==> src/rtl/mem_port_arbiter.sv <==
// Shared instruction/data memory port arbiter: data-first arbitration with a
// starvation guard for fetches, one fixed IDLE -> ACCESS -> RESP transaction at a time.
module mem_port_arbiter #(
  parameter int ADDR_W      = 32,
  parameter int DATA_W      = 32,
  parameter int DEPTH_WORDS = 64,
  parameter int STARVE_MAX  = 4
) (
  input  logic              clk,
  input  logic              rst,
  input  logic              if_req,
  input  logic [ADDR_W-1:0] if_addr,
  output logic              if_ack,
  output logic              if_err,
  output logic [DATA_W-1:0] if_rdata,
  input  logic              dm_req,
  input  logic              dm_we,
  input  logic [ADDR_W-1:0] dm_addr,
  input  logic [DATA_W-1:0] dm_wdata,
  output logic              dm_ack,
  output logic              dm_err,
  output logic [DATA_W-1:0] dm_rdata,
  output logic [ADDR_W-1:0] mem_addr,
  output logic              mem_we,
  output logic [DATA_W-1:0] mem_wdata,
  input  logic [DATA_W-1:0] mem_rdata,
  output logic              busy
);

  localparam int CNT_W = $clog2(STARVE_MAX + 1);
  localparam logic [CNT_W-1:0] SMAX = CNT_W'(STARVE_MAX);

  typedef enum logic [1:0] {IDLE = 2'd0, ACCESS = 2'd1, RESP = 2'd2} state_t;

  state_t            state, state_nxt;
  logic [CNT_W-1:0]  starve_cnt, starve_nxt;
  logic              gnt_any, gnt_dm;
  logic              sel_dm;
  logic [ADDR_W-1:0] lat_addr;
  logic              lat_we;
  logic [DATA_W-1:0] lat_wdata;
  logic              lat_err;

  function automatic logic addr_err(input logic [ADDR_W-1:0] a);
    return (a[1:0] != 2'b00) || ({2'b00, a[ADDR_W-1:2]} >= ADDR_W'(DEPTH_WORDS));
  endfunction

  // Stores and faulted accesses return zero read data.
  function automatic logic [DATA_W-1:0] rd_mask(input logic [DATA_W-1:0] d,
                                                input logic we, input logic err);
    return (we || err) ? '0 : d;
  endfunction

  always_ff @(posedge clk or negedge rst) begin
    if (!rst) begin
      state      <= IDLE;
      starve_cnt <= '0;
    end else begin
      state      <= state_nxt;
      starve_cnt <= starve_nxt;
    end
  end

  always_comb begin
    state_nxt  = state;
    starve_nxt = starve_cnt;
    gnt_any    = 1'b0;
    gnt_dm     = 1'b0;
    case (state)
      IDLE: begin
        if (dm_req && (!if_req || (starve_cnt < SMAX))) begin
          gnt_any   = 1'b1;
          gnt_dm    = 1'b1;
          state_nxt = ACCESS;
          if (if_req) starve_nxt = starve_cnt + CNT_W'(1);
        end else if (if_req) begin
          gnt_any    = 1'b1;
          state_nxt  = ACCESS;
          starve_nxt = '0;
        end
      end
      ACCESS:  state_nxt = RESP;
      RESP:    state_nxt = IDLE;
      default: state_nxt = IDLE;
    endcase
  end

  // Grant stage: capture the winning request.
  always_ff @(posedge clk or negedge rst) begin
    if (!rst) begin
      sel_dm    <= 1'b0;
      lat_addr  <= '0;
      lat_we    <= 1'b0;
      lat_wdata <= '0;
      lat_err   <= 1'b0;
    end else if (gnt_any) begin
      sel_dm    <= gnt_dm;
      lat_addr  <= gnt_dm ? dm_addr : if_addr;
      lat_we    <= gnt_dm & dm_we;
      lat_wdata <= gnt_dm ? dm_wdata : '0;
      lat_err   <= addr_err(gnt_dm ? dm_addr : if_addr);
    end
  end

  // Response stage: close ACCESS into the granted side's result registers.
  always_ff @(posedge clk or negedge rst) begin
    if (!rst) begin
      if_ack   <= 1'b0;
      if_err   <= 1'b0;
      if_rdata <= '0;
      dm_ack   <= 1'b0;
      dm_err   <= 1'b0;
      dm_rdata <= '0;
    end else begin
      if_ack <= 1'b0;
      if_err <= 1'b0;
      dm_ack <= 1'b0;
      dm_err <= 1'b0;
      if (state == ACCESS) begin
        if (sel_dm) begin
          dm_ack   <= 1'b1;
          dm_err   <= lat_err;
          dm_rdata <= rd_mask(mem_rdata, lat_we, lat_err);
        end else begin
          if_ack   <= 1'b1;
          if_err   <= lat_err;
          if_rdata <= rd_mask(mem_rdata, 1'b0, lat_err);
        end
      end
    end
  end

  // Memory drive is decoded from state so reset removes mem_we immediately.
  assign mem_addr  = (state == ACCESS) ? lat_addr : '0;
  assign mem_wdata = (state == ACCESS) ? lat_wdata : '0;
  assign mem_we    = (state == ACCESS) && lat_we && !lat_err;
  assign busy      = (state == ACCESS) || (state == RESP);

endmodule

==> config.mk <==
export PLATFORM = sky130hd
export DESIGN_NAME = mem_port_arbiter
export DESIGN_NICKNAME = d
export VERILOG_FILES = /design/src/rtl/mem_port_arbiter.sv
export SDC_FILE = /design/constraint.sdc
export NUM_CORES = 1
export LEC_CHECK = 0
export ABC_AREA = 1
export BUFFER_PORTS_ARGS = -buffer_cell sky130_fd_sc_hd__buf_2
export CAP_MARGIN = 20
export CORE_MARGIN = 2
export CORE_UTILIZATION = 25
export CTS_BUF_LIST = sky130_fd_sc_hd__clkbuf_8
export CTS_CLUSTER_DIAMETER = 60
export DETAILED_ROUTE_END_ITERATION = 7
export MAX_ROUTING_LAYER = met4
export PLACE_DENSITY_LB_ADDON = 0.2
export SYNTH_ARGS = -nofsm -noshare
export SYNTH_HDL_FRONTEND = slang
export SYNTH_SLANG_ARGS = --single-unit
==> constraint.sdc <==
create_clock -name clk -period 4.4 [get_ports clk]
set_input_delay 0.44 -clock clk [delete_from_list [all_inputs] [get_ports clk]]
set_output_delay 0.44 -clock clk [all_outputs]
set_load 0.02 [all_outputs]
After elaboration in Yosys (flattened, before gate mapping)
Index checks and enable logic that the tools add are counted.
Storage, ports and cells
  bits in registers: 140
  bits in latches: 0
  RAM bits: 0
  memory bits (read-only): 0
  input port bits: 133
  output and inout port bits: 134
  word-level logic and storage cells: 60
  memories kept: 0
Cells by class
  add/sub/neg operators: 1
  $mul: 0
  div/mod/pow operators: 0
  magnitude comparators: 2
  eq/ne operators: 3
  shift operators: 0
  mux-type cells: 25
  bitwise operators: 2
  reductions and logical operators: 14
Operators by type and width (count)
  32-bit 2-to-1 mux: 6
  30-bit by 7-bit >= comparator with 1-bit output (second input constant): 1
  1-bit 2-to-1 mux: 13
  3-bit 2-to-1 mux: 3
  2-bit AND reduction: 3
  1-bit logical OR: 4
  2-bit 2-to-1 mux: 2
  2-bit case mux with 2 select lines: 1
  3-bit by 1-bit adder with 3-bit output (second input constant): 1
  1-bit logical AND: 3
  3-bit less-than comparator (second input constant): 1
  3-bit != test (second input constant): 1
  2-bit by 1-bit equality test with 1-bit output (second input constant): 1
  2-bit equality test (second input constant): 1
  1-bit logical NOT: 2
  2-bit logical NOT: 1
  2-bit nonzero test: 1
  1-bit AND: 1
  1-bit inverter: 1

Depth between registers and ports, before layout
Gate-level depths: netlist of run 1.
  depth in word-level cells: 8
  depth in mapped cells: 14
  gate-level depth less buffers: 12

Worst setup path after synthesis of run 1
No wires, ideal clock.
  path kind: register to output
  start point: reg state[1]
  end point: out mem_wdata[11]
  arrival: 1395 ps
  required time: 3960 ps
  slack: 2565 ps
  stages on the path, launching flop included: 7
  path buffers: 2
  path through: dfrtp_1 > inv_1 > ha_1 > clkbuf_1 > buf_1 > nand2_1 > inv_1
Between the ends
  cells in the longest elaborated chain, start to end: 2
Ends and longest elaborated chain
  from (decl): RTL line 35  | state_t state, state_nxt;
  from (signal assigned): RTL line 59  | state <= state_nxt;
  2-bit by 1-bit equality test with 1-bit output: RTL line 135  | assign mem_wdata = (state == ACCESS) ? lat_wdata : '0;
  32-bit 2-to-1 mux: RTL line 135
  to (decl): RTL line 25  | output logic [DATA_W-1:0] mem_wdata,
Every way passes these cells.

Worst setup path after layout of run 1
  start point: reg state[1]
  end point: out mem_wdata[31]
Same word-level chain as after synthesis.

==> results of run 1 <==
[cells in the mapped netlist]
master,instances
o21ai_1,1
inv_2,2
nor3_1,2
nand2_2,1
nor2_8,1
nand4_1,24
nand3_1,3
dfrtp_1,140
inv_1,132
clkbuf_2,1
buf_6,1
buf_4,1
nand2_1,232
buf_1,2
inv_4,1
a22o_1,32
clkbuf_1,20
ha_1,4
nand3_4,1
nor2_1,64
o21ai_0,52
a32o_1,1
clkinv_1,1
a21oi_1,32
a31oi_1,17
buf_2,22
[registers in the layout, indices dropped and copies added (netlist names)]
signal,cells
lat_addr,32
state,2
lat_we,1
lat_err,1
if_ack,1
sel_dm,1
dm_ack,1
dm_rdata,32
dm_err,1
lat_wdata,32
if_err,1
if_rdata,32
starve_cnt,3
[cell usage in the layout, fill, tap and decap left out, types with 9 or more instances in the layout]
cell / Yosys / layout
nand2_1: 232 / 232
buf_4: 1 / 9
a21oi_1: 32 / 32
buf_2: 22 / 265
o21ai_0: 52 / 52
a22o_1: 32 / 32
inv_1: 132 / 132
clkbuf_8: 0 / 17
a31oi_1: 17 / 17
nor2_1: 64 / 63
dfrtp_1: 140 / 140
nand4_1: 24 / 24
[worst min path at each step]
stage	slack [ps]	to	cells past startpoint
2_1_floorplan	140	dm_ack	0
3_3_place_gp	460	dm_rdata[25]	2
3_5_place_dp	470	dm_rdata[11]	2
4_1_cts	170	lat_wdata[13]	2
5_1_grt	170	lat_wdata[30]	2
6_report	210	lat_wdata[30]	2
[power by group]
part	switching (W)	internal [W]
sequential	0.000287	0.00182
clock	0.000559	0.000686
combinational	0.00189	0.000886
[metrics by stage]
stage	hold slack, ps	worst slack (ps)	std cells	area [sq um]	total power (W)
CTS	169	1540	1381	8520	0.00624
global placement	462	1560	1348	8050	0.00493
floorplan	144	2570	790	6430	0.00398
global route	171	1290	1382	8520	0.00664
detailed placement	468	1520	1348	8050	0.00496
finish	211	1600	1382	8520	0.00613
[cells by family (layout without fill, tap and decap cells)]
group,count (synthesis),in the layout
simple gates,328,328
other cells,0,1
fa+ha+maj,4,4
flops,140,140
compound gates,135,135
buf+inv,183,444
[layout make-up]
| cell class | count | area share |
|---|---|---|
| antenna | 1 | 0.000294 |
| clock inverter | 15 | 0.0269 |
| multi-input combinational | 467 | 0.260 |
| clock buffer | 17 | 0.0275 |
| timing repair buffer | 276 | 0.166 |
| tap | 330 | 0.0485 |
| sequential | 140 | 0.411 |
| inverter | 136 | 0.0602 |
[per-layer routing]
| layer | part of all wire | vias up | wire length, um |
|---|---|---|---|
| met5 | 0 | - | 0 |
| met4 | 0.0091 | 0 | 186 |
| met3 | 0.050 | 11 | 1020 |
| met2 | 0.47 | 182 | 9620 |
| met1 | 0.47 | 2708 | 9700 |
| li1 | - | 2957 | - |
[worst max-delay path, stage by stage (launching register included)]
cell	delay, ps
dfrtp_1	360
inv_1	100
ha_2	570
buf_4	500
nand2_1	110
inv_1	80
buf_2	180
==> flow_summary_export.csv, run 1 <==
group,metric,value,unit
detailed_routing,num_vias,5858,
final_layout,num-fill-cells,2750,
floorplanning,die_h,164,um
floorplanning,placementRows,58,
timing,clock_skew,13.8,ps
clocking,clockRootBuffer,"clkbuf_8",
timing,rsz0062_at_grt,"no",
clocking,clkLatencyLatePin,450,ps
floorplanning,dieArea,27000,sq um
yosys,syn_inst,790,
critical_path,ff2ff_setup_slack,1610,ps
grt,antenna_found_initial,1,
critical_path,r2r-end,"lat_err",
timing,finalCriticalPeriod,2800,ps
timing,slew_headroom,0.410,
detailed_routing,drt-total-wl,20500,um
timing,slew_viol_final,0,
clocking,postCtsHoldBufs,1,
clocking,clock_sinks,140,
detailed_routing,dr.first_iter.drc_count,422,
min_path,hp-start,"dm_wdata[30]",
yosys,ys_seq_elements,140,
yosys,yosysTopAreaCell,"dfrtp_1",
yosys,syn_avg_cell_area,8.15,sq um
detailed_routing,ant_nets,0,
run,drv_cap,0,
grt,grt_overflow,0,
timing,worst_pin_slew,883,ps
critical_path,worstSetupStartpointType,"flip-flop",
yosys,yosys_warnings,0,
placement,portBuffers,266,
clocking,post-cts-setup-buffer-count,0,
detailed_routing,viasPerCell,4.24,
placement,gp_congestion,0.845,
clocking,tritoncts,"done",
timing,setup_viol,0,
pwr,p_leak,5.08,nW
timing,finalCritPeriodShare,0.635,
clocking,numCtsBuffers,17,
yosys,synth.mux.area_fraction,0,
critical_path,crit_fanout,43,
critical_path,worstPathArrival,2360,ps
final_layout,final_core_util,0.337,
critical_path,crit_path_end_kind,"primary output",
yosys,ys_seq_area_frac,0.544,
placement,place_hpwl,14600,um
timing,clock.fmax,358,MHz
grt,grt_start_max_net_pins,65,
yosys,synth_compound_area_frac,0.128,
detailed_routing,dr.pass1.iters,4,
yosys,ys_types,26,
yosys,syn-num-nets,927,
timing,setup_tns,0,ps
grt,use_met3,0.0299,
floorplanning,die_w,164,um
floorplanning,ioPinCount,267,
critical_path,r2r_start,"state[0]",
min_path,min_path_type,"in2reg",
detailed_routing,post_drt_wl_per_cell,14.9,um
critical_path,required,3960,ps
yosys,yosys.area_share.xor_xnor,0,
critical_path,r2r_cells,12,
pwr,vdd_drop_max,0.000234,V
grt,grt_usage,0.155,
clocking,htree_levels,4,
grt,grt_pass1_wl,31300,um
grt,grt_pass1_vias,5618,
grt,grt_busiest_layer,"met2",
clocking,cts_max_path_buffers,2,
final_layout,drive_above_1_share,0.300,
yosys,synth-simple-area-share,0.207,
final_layout,register_area,3500,sq um
final_layout,syn_to_final_growth,32.4,%
floorplanning,coreArea,25300,sq um
timing,hold_viol_final,0,
clocking,cts_resized,0,
outcome,run_status,"complete, no violations",
final_layout,multiInputGateArea,2210,sq um
yosys,synthTopCellsByArea,"dfrtp_1, nand2_1, inv_1",
critical_path,crit_start,"state[1]",
grt,use_met2,0.238,
clocking,clkTransAtPathRegs,90,ps
floorplanning,initial_core_util,0.255,
yosys,syn_area,6430,sq um
final_layout,finish.net_count,1175,
detailed_routing,remaining_drc_errors,0,
yosys,synth_fa_ha_area_frac,0.00778,
critical_path,crit_type,"reg2out",
pwr,p_per_area,720,nW/um^2
yosys,synth_top_area_share,0.544,
critical_path,endpoint,"mem_wdata[31]",
yosys,synth_top_family_by_area,"simple AND/OR/NAND/NOR gates",
grt,use_met1,0.211,
Power figures use the tool's default switching activity.
==> inputs of run 2 (changes only) <==
- clock period: 4.4 -> 2.8 ns (I/O delays scaled with it)
==> run 2 against run 1 <==
  * Final area up 0.23%
  * Register-to-register slack worse by 1100 ps
  * Sequential share of layout area down 0.096 points
  * Count of clock-buffer cells in the layout up 1
==> flow_summary_export.csv, run 2 (same netlist as run 1, synthesis figures left out) <==
group,metric,value,unit
floorplanning,die_w,164,um
min_path,min_path_type,"in2reg",
pwr,fin_total_pwr,0.00943,W
clocking,tritoncts,"done",
pwr,switching_share,0.456,
critical_path,crit_fanout,32,
grt,grt_overflow,0,
critical_path,path_cells,"inv_1 -> ha_1 -> buf_4 -> nand3_4 -> inv_2 -> nor2_4 -> nand2_1 -> nand2_1",
critical_path,critical_path.top_delay_family,"simple AND/OR/NAND/NOR gates",
grt,antenna_found_initial,0,
pwr,p_int,0.00513,W
critical_path,path_buf_inv,3,
clocking,numCtsBuffers,17,
pwr,p_clk_frac,0.176,
clocking,clkTransAtPathRegs,90,ps
clocking,clockRootBuffer,"clkbuf_8",
timing,clock.fmax,432,MHz
pwr,p_per_area,1100,nW/um^2
final_layout,finish.net_count,1180,
timing,slew_viol_final,0,
clocking,htree_levels,4,
run,drv_cap,0,
critical_path,crit_path_end_kind,"flip-flop",
floorplanning,initial_core_util,0.255,
critical_path,worstPathArrival,2690,ps
final_layout,final_common_cell,"buf_2",
timing,setup_tns,0,ps
timing,whs,60.3,ps
pwr,power_switching,0.00430,W
final_layout,num-fill-cells,2836,
critical_path,worstSetupStartpointType,"flip-flop",
placement,place_hpwl,14200,um
timing,finalCriticalPeriod,2320,ps
detailed_routing,num_vias,5886,
timing,clock_skew,12.1,ps
floorplanning,coreArea,25300,sq um
grt,grt_pass1_wl,31300,um
final_layout,syn_to_final_growth,32.7,%
floorplanning,die_h,164,um
floorplanning,dieArea,27000,sq um
critical_path,cp_common_cell,"nand2_1",
pwr,comb_power_share,0.473,
final_layout,final_area,8540,sq um
detailed_routing,ant_nets,0,
final_layout,drive_above_1_share,0.301,
timing,finalCritPeriodShare,0.827,
detailed_routing,remaining_drc_errors,0,
pwr,vdd_drop_max,0.000430,V
clocking,cts_max_path_buffers,2,
grt,grt_usage,0.153,
critical_path,cp_slowest_cell,"nor2_4",
grt,grt_pass1_vias,5729,
clocking,cts_resized,0,
detailed_routing,viasPerCell,4.25,
critical_path,required,3170,ps
critical_path,crit_type,"reg2reg",
placement,gp_congestion,0.781,
floorplanning,placementRows,58,
timing,worst_pin_slew,864,ps
final_layout,antenna_cells,0,
critical_path,cpPeakStageDelay,740,ps
detailed_routing,dr.pass1.iters,5,
clocking,clock_sinks,140,
pwr,p_leak,5.09,nW
timing,rsz0062_at_grt,"no",
placement,place_area,8130,sq um
timing,setup_viol,0,
final_layout,mostFrequentLayoutCells,"buf_2, nand2_1, dfrtp_1, inv_1, nor2_1",
floorplanning,ioPinCount,267,
clocking,clkLatencyLatePin,440,ps
final_layout,final_core_util,0.338,
timing,hold_viol_final,0,
timing,slew_headroom,0.423,
grt,grt_start_max_net_pins,70,
detailed_routing,post_drt_wl_per_cell,14.8,um
detailed_routing,drt-total-wl,20500,um
placement,portBuffers,266,
pwr,seqPwrFrac,0.352,
detailed_routing,dr.first_iter.drc_count,302,
outcome,run_status,"complete, no violations",
-- run 2: cell type report --
| class | count | area [sq um] | share of cell area |
|---|---|---|---|
| flip-flops and latches | 140 | 3500 | 0.410 |
| multi-input cells | 468 | 2220 | 0.260 |
| repair buffers | 280 | 1500 | 0.175 |
| inverters | 136 | 513 | 0.0601 |
| well taps | 330 | 413 | 0.0483 |
| clock buffers | 18 | 248 | 0.0290 |
| clock inverters | 14 | 146 | 0.0171 |
-- run 2: through the flow --
stage | setup slack (ps) | std cells
finish | 485 | 1386
global placement | 253 | 1352
global route | 215 | 1386
detailed placement | 144 | 1352
CTS | 146 | 1385
floorplan | 1130 | 790
-- run 2: path summary, 6_finish.rpt --
| check | startpoint | to | slack (ps) | cells past startpoint |
|---|---|---|---|---|
| setup / recovery | state[0] | lat_err | 480 | 8 |
| hold / removal | dm_wdata[14] | lat_wdata[14] | 60 | 2 |
| setup reg to reg | state[0] | lat_err | 480 | 8 |
| hold reg to reg | dm_rdata[24] | dm_rdata[24] | 480 | 2 |
| max in group asynchronous | rst | lat_wdata[7] | 1690 | 3 |
| min in group asynchronous | rst | if_rdata[17] | 430 | 2 |
-- run 2: timing repair --
item | in CTS | in global routing
setup endpoints to repair | 0 | 19
hold buffers | 1 | 0
endpoints found under the hold margin | 67 | 0
buffers inserted | 0 | 0
-- run 2: routing by layer --
layer  global-route usage  share of wire  vias to the layer above
met5                    -              0                        -
met4               0.0427          0.014                        0
met3               0.0279          0.046                       13
met2                0.232           0.46                      164
met1                0.211           0.48                     2746
li1                     -              -                     2963
-- run 2: power groups by stage --
stage	combinational [W]	sequential, W	clock [W]
finish	0.00446	0.00332	0.00166
detailed placement	0.00451	0.00335	0
global placement	0.00444	0.00335	0
global route	0.00500	0.00343	0.00181
floorplan	0.00255	0.00372	0
CTS	0.00451	0.00332	0.00174
